$ cat src/rtl/dzcpu_useq_pkg.sv
// Shared constants for the dzcpu microcode sequencer: uop control codes, FSM
// state encodings, next-uPC selectors and the fixed interrupt flow index.
package dzcpu_useq_pkg;

    localparam logic [3:0] OP         = 4'd0;
    localparam logic [3:0] INC        = 4'd1;
    localparam logic [3:0] EOF        = 4'd2;
    localparam logic [3:0] INC_EOF    = 4'd3;
    localparam logic [3:0] EOF_FU     = 4'd4;
    localparam logic [3:0] INC_EOF_FU = 4'd5;
    localparam logic [3:0] UPD_FL     = 4'd6;
    localparam logic [3:0] INC_EOF_Z  = 4'd7;
    localparam logic [3:0] INC_EOF_NZ = 4'd8;
    localparam logic [3:0] JCB        = 4'd9;

    localparam logic [0:0] ST_DISPATCH = 1'b0;
    localparam logic [0:0] ST_EXEC     = 1'b1;

    localparam logic [7:0] FLOW_ID_INT = 8'd200;

    typedef enum logic [1:0] {
        NEXT_INC = 2'd0,
        NEXT_EOF = 2'd1,
        NEXT_CB  = 2'd2
    } next_sel_t;

    // Builds a uop word from a control code and payload; handy for ROM images.
    function automatic logic [12:0] make_uop(input logic [3:0] ctl, input logic [8:0] payload);
        return {ctl, payload};
    endfunction

endpackage

$ cat src/rtl/dzcpu_useq_ctl_dec.sv
// Combinational decode of the uop control field into the next-uPC selector
// and the side-effect strobes. Codes outside the defined set act as OP.
module dzcpu_useq_ctl_dec
    import dzcpu_useq_pkg::*;
#(
    parameter int CTL_W = 4
) (
    input  logic [CTL_W-1:0] ctl,
    input  logic             flag_z,
    output next_sel_t        next_sel,
    output logic             pc_inc,
    output logic             flag_upd,
    output logic             is_eof
);

    logic [3:0] code;

    // Wider control fields with any upper bit set fall outside the code space.
    generate
        if (CTL_W > 4) begin : g_wide
            assign code = (ctl[CTL_W-1:4] == '0) ? ctl[3:0] : OP;
        end else begin : g_exact
            assign code = ctl[3:0];
        end
    endgenerate

    always_comb begin
        next_sel = NEXT_INC;
        pc_inc   = 1'b0;
        flag_upd = 1'b0;
        case (code)
            INC: begin
                pc_inc = 1'b1;
            end
            EOF: begin
                next_sel = NEXT_EOF;
            end
            INC_EOF: begin
                next_sel = NEXT_EOF;
                pc_inc   = 1'b1;
            end
            EOF_FU: begin
                next_sel = NEXT_EOF;
                flag_upd = 1'b1;
            end
            INC_EOF_FU: begin
                next_sel = NEXT_EOF;
                pc_inc   = 1'b1;
                flag_upd = 1'b1;
            end
            UPD_FL: begin
                flag_upd = 1'b1;
            end
            INC_EOF_Z: begin
                if (flag_z) begin
                    next_sel = NEXT_EOF;
                    pc_inc   = 1'b1;
                end
            end
            INC_EOF_NZ: begin
                if (!flag_z) begin
                    next_sel = NEXT_EOF;
                    pc_inc   = 1'b1;
                end
            end
            JCB: begin
                next_sel = NEXT_CB;
                pc_inc   = 1'b1;
            end
            default: begin
                next_sel = NEXT_INC;
            end
        endcase
    end

    assign is_eof = (next_sel == NEXT_EOF);

endmodule

$ cat src/rtl/dzcpu_useq.sv
// dzcpu microcode sequencer: dispatches macro-opcodes to uop flows and steps the uPC.
// Optional interrupt dispatch is enabled by defining DZCPU_USEQ_IRQ_EN.
module dzcpu_useq
    import dzcpu_useq_pkg::*;
#(
    parameter int MOP_W = 8,
    parameter int UPC_W = 8,
    parameter int UOP_W = 13,
    parameter int CTL_W = 4
) (
    input  logic             iClock,
    input  logic             iReset_n,
    input  logic [MOP_W-1:0] iMop,
    input  logic             iMopValid,
    output logic             oMopReady,
    output logic [MOP_W-1:0] oLutMop,
    input  logic [UPC_W-1:0] iFlowIdx,
    input  logic [MOP_W-1:0] iMemData,
    input  logic [UPC_W-1:0] iCbFlowIdx,
    output logic [UPC_W-1:0] oUpc,
    input  logic [UOP_W-1:0] iUop,
    output logic [UOP_W-1:0] oUop,
    output logic             oUopValid,
    input  logic             iUopReady,
    input  logic             iFlagZ,
    output logic             oPcInc,
    output logic             oFlagUpd,
    output logic             oFault
`ifdef DZCPU_USEQ_IRQ_EN
    ,
    input  logic             iIrqReq,
    input  logic             iIme,
    output logic             oIrqAck
`endif
);

    logic [0:0]       state_reg, state_next;
    logic [UPC_W-1:0] upc_reg, upc_next;
    logic [MOP_W-1:0] mop_reg, mop_next;
    logic             pc_inc_reg, flag_upd_reg, fault_reg;
    logic             fault_set;
    logic             exec, fire, irq_take, upc_at_max;

    next_sel_t        dec_next_sel;
    logic             dec_pc_inc, dec_flag_upd, dec_is_eof;

    // The CB byte only addresses the external CB table; the sequencer consumes its result.
    logic             unused_inputs;
    assign unused_inputs = ^{iMemData, dec_is_eof};

    assign exec       = (state_reg == ST_EXEC);
    assign fire       = exec & iUopReady;
    assign upc_at_max = &upc_reg;

`ifdef DZCPU_USEQ_IRQ_EN
    logic irq_ack_reg;
    assign irq_take = ~exec & iIrqReq & iIme;
    assign oIrqAck  = irq_ack_reg;
`else
    assign irq_take = 1'b0;
`endif

    dzcpu_useq_ctl_dec #(
        .CTL_W (CTL_W)
    ) u_ctl_dec (
        .ctl      (iUop[UOP_W-1 -: CTL_W]),
        .flag_z   (iFlagZ),
        .next_sel (dec_next_sel),
        .pc_inc   (dec_pc_inc),
        .flag_upd (dec_flag_upd),
        .is_eof   (dec_is_eof)
    );

    always_comb begin
        state_next = state_reg;
        upc_next   = upc_reg;
        mop_next   = mop_reg;
        fault_set  = 1'b0;
        if (!exec) begin
            if (irq_take) begin
                upc_next   = UPC_W'(FLOW_ID_INT);
                state_next = ST_EXEC;
            end else if (iMopValid) begin
                mop_next   = iMop;
                upc_next   = iFlowIdx;
                state_next = ST_EXEC;
            end
        end else if (iUopReady) begin
            case (dec_next_sel)
                NEXT_EOF: state_next = ST_DISPATCH;
                NEXT_CB:  upc_next   = iCbFlowIdx;
                default: begin
                    // Running off the end of the ROM aborts the flow instead of wrapping.
                    if (upc_at_max) begin
                        fault_set  = 1'b1;
                        state_next = ST_DISPATCH;
                    end else begin
                        upc_next = upc_reg + 1'b1;
                    end
                end
            endcase
        end
    end

    always_ff @(posedge iClock or negedge iReset_n) begin
        if (!iReset_n) begin
            state_reg    <= ST_DISPATCH;
            upc_reg      <= '0;
            mop_reg      <= '0;
            pc_inc_reg   <= 1'b0;
            flag_upd_reg <= 1'b0;
            fault_reg    <= 1'b0;
        end else begin
            state_reg    <= state_next;
            upc_reg      <= upc_next;
            mop_reg      <= mop_next;
            pc_inc_reg   <= fire & dec_pc_inc;
            flag_upd_reg <= fire & dec_flag_upd;
            fault_reg    <= fault_reg | fault_set;
        end
    end

`ifdef DZCPU_USEQ_IRQ_EN
    always_ff @(posedge iClock or negedge iReset_n) begin
        if (!iReset_n) begin
            irq_ack_reg <= 1'b0;
        end else begin
            irq_ack_reg <= irq_take;
        end
    end
`endif

    assign oMopReady = ~exec & ~irq_take;
    assign oLutMop   = exec ? mop_reg : iMop;
    assign oUpc      = upc_reg;
    assign oUopValid = exec;
    assign oPcInc    = pc_inc_reg;
    assign oFlagUpd  = flag_upd_reg;
    assign oFault    = fault_reg;

    // The datapath sees a zero word outside a flow so stale ROM data never leaks.
    genvar gi;
    generate
        for (gi = 0; gi < UOP_W; gi++) begin : g_uop_gate
            assign oUop[gi] = iUop[gi] & exec;
        end
    endgenerate

endmodule
$ cat config.mk
export PLATFORM = sky130hd
export DESIGN_NAME = dzcpu_useq
export DESIGN_NICKNAME = d
export VERILOG_FILES = /design/src/rtl/dzcpu_useq_pkg.sv /design/src/rtl/dzcpu_useq_ctl_dec.sv /design/src/rtl/dzcpu_useq.sv
export SDC_FILE = /design/constraint.sdc
export NUM_CORES = 1
export LEC_CHECK = 0
export ABC_AREA = 1
export ABC_CLOCK_PERIOD_IN_PS = 4100
export CORE_ASPECT_RATIO = 2
export CORE_MARGIN = 3
export CORE_UTILIZATION = 29
export CTS_BUF_LIST = sky130_fd_sc_hd__clkbuf_8
export DETAILED_ROUTE_END_ITERATION = 10
export DONT_BUFFER_PORTS = 1
export PLACE_DENSITY = 0.46
export SKIP_LAST_GASP = 1
export SYNTH_ARGS = -nofsm -noshare
export SYNTH_HDL_FRONTEND = slang
export SYNTH_SLANG_ARGS = --single-unit
$ cat constraint.sdc
create_clock -name iClock -period 4.1 [get_ports iClock]
set_input_delay 0.41 -clock iClock [delete_from_list [all_inputs] [get_ports iClock]]
set_output_delay 0.41 -clock iClock [all_outputs]
set_load 0.01 [all_outputs]
## Word level (Yosys, flattened, before mapping)

Index checks and enable logic that the tools add are counted.

| operators by class | value |
|---|---|
| $add $sub $neg | 1 |
| eq/ne operators | 14 |
| multiplexer cells | 22 |
| bitwise gates (word level) | 18 |
| reductions and logical operators | 8 |

Operators with widths:

| operator | number |
|---|---|
| 2-to-1 mux 8 bit | 5 |
| AND 1 bit | 16 |
| equality test 4 x 3 -> 1 bit, second input constant | 4 |
| one-hot mux 8 bit (2 select lines) | 1 |
| 2-to-1 mux 1 bit | 13 |
| adder 8 x 1 -> 8 bit, second input constant | 1 |
| equality test 4 x 2 -> 1 bit, second input constant | 2 |
| equality test 4 bit, second input constant | 2 |
| one-hot mux 2 bit (4 select lines) | 1 |
| AND reduction 8 bit | 1 |
| OR reduction 4 bit | 2 |
| equality test 4 x 1 -> 1 bit, second input constant | 1 |
| != test 2 bit, second input constant | 2 |
| AND reduction 4 bit | 1 |
| != test 3 x 2 -> 1 bit, second input constant | 1 |
| one-hot mux 1 bit (3 select lines) | 1 |
| OR reduction 3 bit | 1 |
| equality test 2 x 1 -> 1 bit, second input constant | 1 |
| equality test 2 bit, second input constant | 1 |
| one-hot mux 1 bit (2 select lines) | 1 |
| AND reduction 2 bit | 1 |
| nonzero test 2 bit | 1 |
| OR reduction 2 bit | 1 |
| inverter 1 bit | 1 |
| bitwise OR 1 bit | 1 |

| word-level totals | value |
|---|---|
| register bits | 20 |
| input port bits | 50 |
| output and inout port bits | 34 |
| logic and storage cells | 69 |

## Longest topological paths before layout

Gate-level depths: netlist (run 1).

| logic depth | value |
|---|---|
| depth in word-level cells | 9 |
| mapped depth | 13 |
| depth with buffers taken out | 13 |

## Cells and area by module

A second synthesis (run 1) with hierarchy kept.

| unflattened totals | value |
|---|---|
| cells, all modules | 241 |
| area total of the unflattened synthesis | 1534.0 um^2 |

By module, submodules not included:

| module | times used | cells each | area an instance (um^2) | sequential area each (um^2) |
|---|---|---|---|---|
| dzcpu_useq | 1 | 217 | 1422.6 | 500.5 |
| dzcpu_useq_ctl_dec | 1 | 24 | 111.4 | 0.0 |

## Least setup slack after synthesis (run 1)

Ideal clock, no wire load.

| timing | value |
|---|---|
| path type | input-to-reg |
| from | input port iUop[11] |
| to | register upc_reg[7] (netlist: oUpc[7]) |
| setup time | 0.121 ns |
| arrival time | 1.634 ns |
| required time | 3.979 ns |
| path slack | 2.345 ns |
| stages | 13 |
| buffers on the path | 1 |
| cells stage by stage | inv_1 -> nor2_1 -> inv_1 -> o21ai_0 -> nor2_1 -> ha_1 -> nor2_1 -> nand3_2 -> nand3_4 -> inv_2 -> buf_6 -> nor2_4 -> a21oi_2 |

| between the ends | value |
|---|---|
| cells in the longest elaborated chain, start to end | 7 |
| elaborated cells between the ends (all ways) | 17 |
| those cells by class | 11 x eq/ne; 4 x mux; 2 x reduce/logical |

RTL lines:

| item | RTL line | RTL |
|---|---|---|
| from (decl) | dzcpu_useq.sv:21 | `input logic [UOP_W-1:0] iUop,` |
| equality test 4 x 2 -> 1 bit / equality test 4 x 3 -> 1 bit (equally long branches) | dzcpu_useq_ctl_dec.sv:31 | `case (code)` |
| OR reduction 4 bit (no line) | -- |  |
| one-hot mux 2 bit (4 select lines) * | dzcpu_useq_ctl_dec.sv:31 |  |
| equality test 2 bit / equality test 2 x 1 -> 1 bit (equally long branches) | -- |  |
| one-hot mux 8 bit (2 select lines) | dzcpu_useq.sv:89 | `case (dec_next_sel)` |
| 2-to-1 mux 8 bit | dzcpu_useq.sv:88 | `end else if (iUopReady) begin` |
| 2-to-1 mux 8 bit | dzcpu_useq.sv:79 | `if (!exec) begin` |
| to (signal assigned) | dzcpu_useq.sv:115 | `upc_reg <= upc_next;` |
| to (decl) | dzcpu_useq.sv:38 | `logic [UPC_W-1:0] upc_reg, upc_next;` |

Every way passes the cells marked *; elsewhere a longest branch is shown, timed or not. The select of a mux whose other input is x is not followed.
A chain may end at the register's enable or synchronous reset.

## Worst setup path in the final report (run 1)

| timing | value |
|---|---|
| from | register state_reg (netlist: oUopValid) |
| to | register upc_reg[5] (netlist: oUpc[5]) |

| between the ends | value |
|---|---|
| cells in the longest elaborated chain, start to end | 2 |
| elaborated cells between the ends (all ways) | 6 |
| those cells by class | 3 x eq/ne; 1 x mux; 2 x reduce/logical |

RTL lines:

| item | RTL line | RTL |
|---|---|---|
| from (decl) | dzcpu_useq.sv:37 | `logic [0:0] state_reg, state_next;` |
| from (signal assigned) | dzcpu_useq.sv:114 | `state_reg <= state_next;` |
| != test 3 x 2 -> 1 bit (no line), or another cell as far along | -- |  |
| AND reduction 4 bit (no line) | -- |  |

Parallel ways exist; a longest one is shown, timed or not.

==> flow_summary.toml, run 1 <==
[global_route]
grt_pass1_wl_um = 6706
grt.total_usage_pct = 14.17
antenna_found_initial = 0
grt_overflow_total = 0
grt_pass1_vias = 1358
grt_max_degree = 39

[drt]
postRouteAntennaNets = 0
firstDrtPassIters = 4
wl_um = 4001
vias = 1350
wl_per_cell_um = 13.89
vias_per_cell = 4.688
drcViolationCount = 0
dr.first_iter.drc_count = 62

[pwr]
switching_share_pct = 43.27
leakage_nw = 0.8999
p_per_area_mw_per_mm2 = 556.8
p_sw_mw = 0.3895
p_int_mw = 0.5106
p_total_mw = 0.9000
combPwrFrac_pct = 36.5
pwr-share-seq_pct = 40.8
vdd_drop_max_mv = 0.3029
clkPwrFrac_pct = 22.7

[worst_hold_path]
whs_path_depth = 2
hold_class = "in -> reg"

[cells_and_area]
layout.nets = 285
synthToLayoutAreaGrowth_pct = 7.846
utilization_pct = 32.63
final_layout_size_suffix_gt1_share_pct = 11.69
multi_input_area_um2 = 798.3
fillers = 547
antenna-diode-count = 0
register_area_um2 = 500.5

[setup_path]
path_common_cell = "inv_2"
crit_type = "reg -> reg"
worstPathMaxFanout = 17
worst_ep_arrival_time_ns = 2.08
crit_family = "simple AND/OR/NAND/NOR gates"
max_stage_delay_ns = 0.40
cp.required_ns = 4.30
critPathLaunchType = "flip-flop"
path_buf_inv = 2
crit_slowest_cell = "dfrtp_1"
r2r_cells = 7
end_kind = "flip-flop"
cp_num_cells = 7
worstPathCellList = "inv_2 > nand2_1 > nand2_2 > nand3_4 > inv_2 > nor2_1 > a21oi_1"

[floorplan]
initial_utilization_pct = 30.25
core-area_mm2 = 0.004955
rows = 36
pin_count = 84
die_w_um = 56.84
die_h_um = 107.7
die_area_mm2 = 0.006119

[synth]
yosysSeqAreaShare_pct = 33.39
synth_flop_cell = "dfrtp_1"
postSynthAreaPerCell_um2 = 6.433
netlist_area_mm2 = 0.001499
synth.most_common_cell = "nand2_1"
synth_edf_count = 0
synthTopCellsByCount = "nand2_1 (69), inv_1 (38), nor2_1 (28)"
yosys.area.top_type = "dfrtp_1"
netlist_instances = 233
syn-num-nets = 286
ys_top_cells_by_area = "dfrtp_1 (33%), nand2_1 (17%), inv_1 (9.5%), o21ai_0 (8.0%), nor2_1 (7.0%)"
ys_types = 26
yosysWarnings = 0
ys_seq_elements = 20
synth_top_area_share_pct = 33.39
async_flop_share_pct = 100.0

[clock_tree]
cts_setup_buffers = 0
numCtsBuffers = 3
path_clk_slew_ns = 0.09
cts_tree = "done"
cts_root_buffer = "clkbuf_8"
clockBufferDepth = 2
clk_latency_ns = 0.26
cts_resized = 0
cts.htree.levels = 1
clock_sinks = 20

[timing]
max-slew-margin-rel_pct = 30.58
setup_violations = 0
period_minus_slack_ns = 1.887
worst_clock_skew_ns = 0.005863
fin_crit_sh_pct = 46.01
rsz0062_at_grt = "no"
worst-slew-pin-transition_ns = 1.038
max_freq_ghz = 0.5301
drv_slew = 0
hold_violations = 0
tns_ns = 0

[placed_design]
place_congestion = 0.7378
io_buffers = 0
dp_hpwl_um = 3029

[outcome]
status = "complete, no violations"

[job]
drv_cap = 0
-- metal layers --
metal	GRT usage (%)	share of wire (%)
met4	4.975	1.4
met5	0	0
met3	2.641	5.9
met1	13.61	34
met2	28.56	58
-- worst paths after layout --
check / startpoint / endpoint / slack (ns)
worst min register to register: mop_reg[4]$_DFFE_PN0P_ / mop_reg[4]$_DFFE_PN0P_ / 0.49
min in group asynchronous: iReset_n / mop_reg[6]$_DFFE_PN0P_ / 0.77
worst min-delay path: iMopValid / oUopValid$_DFF_PN0_ / 0.29
worst max register to register: oUopValid$_DFF_PN0_ / oUpc[5]$_DFFE_PN0P_ / 2.21
worst max-delay path: oUopValid$_DFF_PN0_ / oUpc[5]$_DFFE_PN0P_ / 2.21
max in group asynchronous: iReset_n / oUpc[1]$_DFFE_PN0P_ / 2.70
-- power groups by stage --
stage	logic [mW]	registers, mW	clock network, mW
finish	0.328	0.368	0.204
global placement	0.329	0.373	0
detailed placement	0.331	0.373	0
CTS	0.337	0.370	0.212
global route	0.389	0.382	0.221
floorplan	0.287	0.348	0
-- final cells by class --
type | instances | share of cell area (%)
inverters | 42 | 9.752
clock buffers | 3 | 2.554
well taps | 57 | 4.412
flip-flops and latches | 20 | 30.96
repair buffers | 2 | 1.084
multi-input cells | 163 | 49.38
clock inverters | 1 | 1.858
-- stage by stage --
stage	cell area (um2)	worst slack, ns	hold WS, ns	cells
finish	1617	2.213	0.2928	288
global placement	1535	2.150	0.1150	283
floorplan	1499	2.345	0.1144	233
CTS	1617	2.161	0.2832	288
detailed placement	1535	2.150	0.1153	283
global route	1617	1.970	0.2973	288
-- worst reg2reg max path, cell delays in order (launching register included) --
cell and delay (ns):
dfrtp_1 0.40, inv_2 0.24, nand2_1 0.39, nand2_2 0.19, nand3_4 0.14, inv_2 0.27
nor2_1 0.07, a21oi_1 0.11
-- repair_timing --
item	CTS	global route
hold endpoints to repair	20	0
endpoints found under the setup margin	0	0
hold buffers	1	0
-- cell usage in the layout (no fill, tap or decap), types with 2 or more instances in the layout --
master     n
nand2_1   69
inv_1     38
nor2_1    28
o21ai_0   24
dfrtp_1   20
nand3_1   11
nand2_2    8
inv_2      4
nor2_4     3
o21ai_2    3
ha_1       3
clkbuf_8   3
nor3_1     2
o21bai_1   2
a21oi_1    2
-- cells by family (layout without fill, tap and decap cells) --
logic type	after synthesis	count (layout)	synth area share [%]
AO/OA/AOI/OAI	34	34	12.94
XOR/XNOR	1	1	0.5844
adder cells (fa/ha/maj)	3	3	2.504
buffers and inverters	50	48	13.36
flip-flops	20	20	33.39
AND/OR/NAND/NOR	125	125	37.23
(Power assumes the default switching activity.)
==> inputs of run 2 (changes only) <==
Settings changed: ABC_AREA 1 to 0, ABC_CLOCK_PERIOD_IN_PS 4100 to 1700, PLACE_DENSITY 0.46 to 0.47.
Clock period 4.1 ns to 1.7 ns, I/O delays scaled along.
==> run 2 against run 1 <==
Utilization is 3.3 points higher. Combinational power grew to 3.3 times the previous value. Clock power up 85%. Sequential share of layout area fell by 0.93 points. Synthesized area down 6.6%.
==> flow_summary.toml, run 2 <==
[drt]
firstDrtPassIters = 4
vias_per_cell = 5.505
wl_per_cell_um = 17.78
dr.first_iter.drc_count = 27
wl_um = 3948
vias = 1222
postRouteAntennaNets = 0
drcViolationCount = 0

[clock_tree]
path_clk_slew_ns = 0.08
cts.htree.levels = 1
cts_tree = "done"
clockBufferDepth = 2
cts_setup_buffers = 0
cts_root_buffer = "clkbuf_8"
clk_latency_ns = 0.26
numCtsBuffers = 3
clock_sinks = 20

[timing]
fin_crit_sh_pct = 91.78
hold_violations = 0
setup_violations = 0
max-slew-margin-rel_pct = 35.12
drv_slew = 0
tns_ns = 0
worst_clock_skew_ns = 0.004284
max_freq_ghz = 0.6409
rsz0062_at_grt = "no"
period_minus_slack_ns = 1.560
worst-slew-pin-transition_ns = 0.9700
holdWs_ns = 0.01406

[setup_path]
critPathLaunchType = "flip-flop"
crit_slowest_cell = "dfrtp_1"
worstReg2RegStart = "oUpc[0]$_DFFE_PN0P_"
r2r_cells = 6
crit_type = "reg -> reg"
ff2ff_setup_slack_ns = 0.14
cp.required_ns = 1.84
max_stage_delay_ns = 0.38
worst_ep_arrival_time_ns = 1.70
worstPathMaxFanout = 4
end_kind = "flip-flop"
r2r-end = "oUpc[7]$_DFFE_PN0P_"
worstPathCellList = "ha_1 > and3_1 > and4_4 > buf_4 > a311oi_1 > o2bb2ai_1"

[floorplan]
die_w_um = 55.13
rows = 35
die_area_mm2 = 0.005748
pin_count = 84
initial_utilization_pct = 30.16
die_h_um = 104.3
core-area_mm2 = 0.004642

[synth]
yosys.area.top_type = "dfrtp_1"
yosysWarnings = 0
synth_top_area_share_pct = 35.75
synth.most_common_cell = "dfrtp_1"
synthTopCellsByCount = "dfrtp_1 (20), mux2_2 (16), and2_1 (13)"
async_flop_share_pct = 100.0
ys_seq_elements = 20
ys_types = 42
synth_edf_count = 0
ys_top_cells_by_area = "dfrtp_1 (36%), mux2_2 (13%), and2_1 (5.8%), a21oi_1 (4.3%), mux2_4 (3.2%)"
postSynthAreaPerCell_um2 = 9.524
syn-num-nets = 200
synth_flop_cell = "dfrtp_1"
netlist_instances = 147
yosysSeqAreaShare_pct = 35.75
netlist_area_mm2 = 0.001400

[placed_design]
dp_hpwl_um = 3210
dpl.cell_count = 216
io_buffers = 0
place_congestion = 0.7871

[worst_hold_path]
whs_path_depth = 1
holdPathEnd = "oFlagUpd$_DFF_PN0_"
hold_start = "iUop[10]"
hold_class = "in -> reg"

[outcome]
status = "complete, no violations"

[pwr]
p_per_area_mw_per_mm2 = 1354
p_total_mw = 2.256
vdd_drop_max_mv = 0.6613
leakage_nw = 0.7317

[global_route]
grt_overflow_total = 0
grt_pass1_wl_um = 6582
antenna_found_initial = 0
grt_pass1_vias = 1356
grt.total_usage_pct = 15.64
grt_max_degree = 34

[cells_and_area]
fin_cells = 222
final_cell_mix = "dfrtp_1 (20), buf_4 (19), mux2_2 (16), and2_1 (13), a21oi_1 (12)"
antenna-diode-count = 0
layout_commonest_cell = "dfrtp_1"
synthToLayoutAreaGrowth_pct = 19.03
layout.nets = 221
final_layout_size_suffix_gt1_share_pct = 27.54
fillers = 504

[job]
drv_cap = 0
## run 2: changes by cell type after synthesis, moves of 4 or more
cell / before / now
a21oi_1: 2 / 12
and2_1: 0 / 13
clkbuf_1: 5 / 1
inv_1: 38 / 10
inv_2: 4 / 0
mux2_2: 0 / 16
nand2_1: 69 / 6
nand2_2: 8 / 0
nand3_1: 11 / 6
nor2_1: 28 / 10
o21ai_0: 24 / 5
## run 2: layer usage
layer / GRT usage, % / wire length, um
met1: 15.32 / 1310
met2: 28.14 / 2209
met3: 4.591 / 338
met4: 6.435 / 89
met5: 0 / 0
## run 2: critical path, delay by kind of cell (launching register included)
| kind | cells | cell delay [ns] |
|---|---|---|
| compound gates | 2 | 0.32 |
| fa+ha+maj | 1 | 0.21 |
| buf+inv | 1 | 0.14 |
| flops | 1 | 0.38 |
| simple gates | 2 | 0.38 |
## run 2: metrics by stage
step | cell area (um2) | worst slack [ns] | utilization [%]
final | 1667 | 0.1397 | 35.90
after global routing | 1667 | 0.03407 | 35.90
after CTS | 1663 | 0.04658 | 35.82
after detailed placement | 1588 | -0.006939 | 34.20
after global placement | 1588 | 0.02157 | 34.20
after floorplan | 1400 | 0.02338 | -
## run 2: repair_timing
action,4_1_cts,5_1_grt
endpoints found under the setup margin,0,1
endpoints found under the hold margin,21,0
hold buffers,2,0
gates resized for setup,0,1
## run 2: how the worst max path moves through the flow
stage / startpoint / end / slack, ns / cells after the start
detailed placement: iUop[11] / oUpc[0]$_DFFE_PN0P_ / -0.007 / 8
CTS: oUopValid$_DFF_PN0_ / oUop[11] / 0.05 / 4
global route: oUopValid$_DFF_PN0_ / oUop[11] / 0.03 / 4
global placement: iUop[11] / oUpc[0]$_DFFE_PN0P_ / 0.02 / 8
finish: oUpc[0]$_DFFE_PN0P_ / oUpc[7]$_DFFE_PN0P_ / 0.14 / 6
floorplan: iUop[11] / oUpc[0]$_DFFE_PN0P_ / 0.02 / 8
## run 2: cells by family (layout without fill, tap and decap cells)
| group | Yosys count | in the layout | synth area share (%) |
|---|---|---|---|
| AOI/OAI and AO/OA | 36 | 36 | 17.96 |
| xor gates and xnor gates | 2 | 2 | 1.251 |
| adders and majority gates | 3 | 3 | 2.681 |
| buffers and inverters | 16 | 36 | 4.915 |
| DFF | 20 | 20 | 35.75 |
| muxes | 20 | 20 | 16.80 |
| and+or+nand+nor | 50 | 50 | 20.65 |
## run 2: area by class of cell
| class | count | area (um2) | share of cell area [%] |
|---|---|---|---|
| multi-input combinational | 111 | 830.8 | 49.85 |
| sequential | 20 | 500.5 | 30.03 |
| timing repair buffer | 22 | 173.9 | 10.44 |
| tap | 55 | 68.82 | 4.129 |
| clock buffer | 4 | 55.05 | 3.303 |
| inverter | 10 | 37.54 | 2.252 |
## run 2: where the power goes
group	internal [mW]	total [mW]	switching [mW]
combinational	0.545	1.09	0.540
sequential	0.654	0.793	0.139
clock	0.207	0.378	0.172
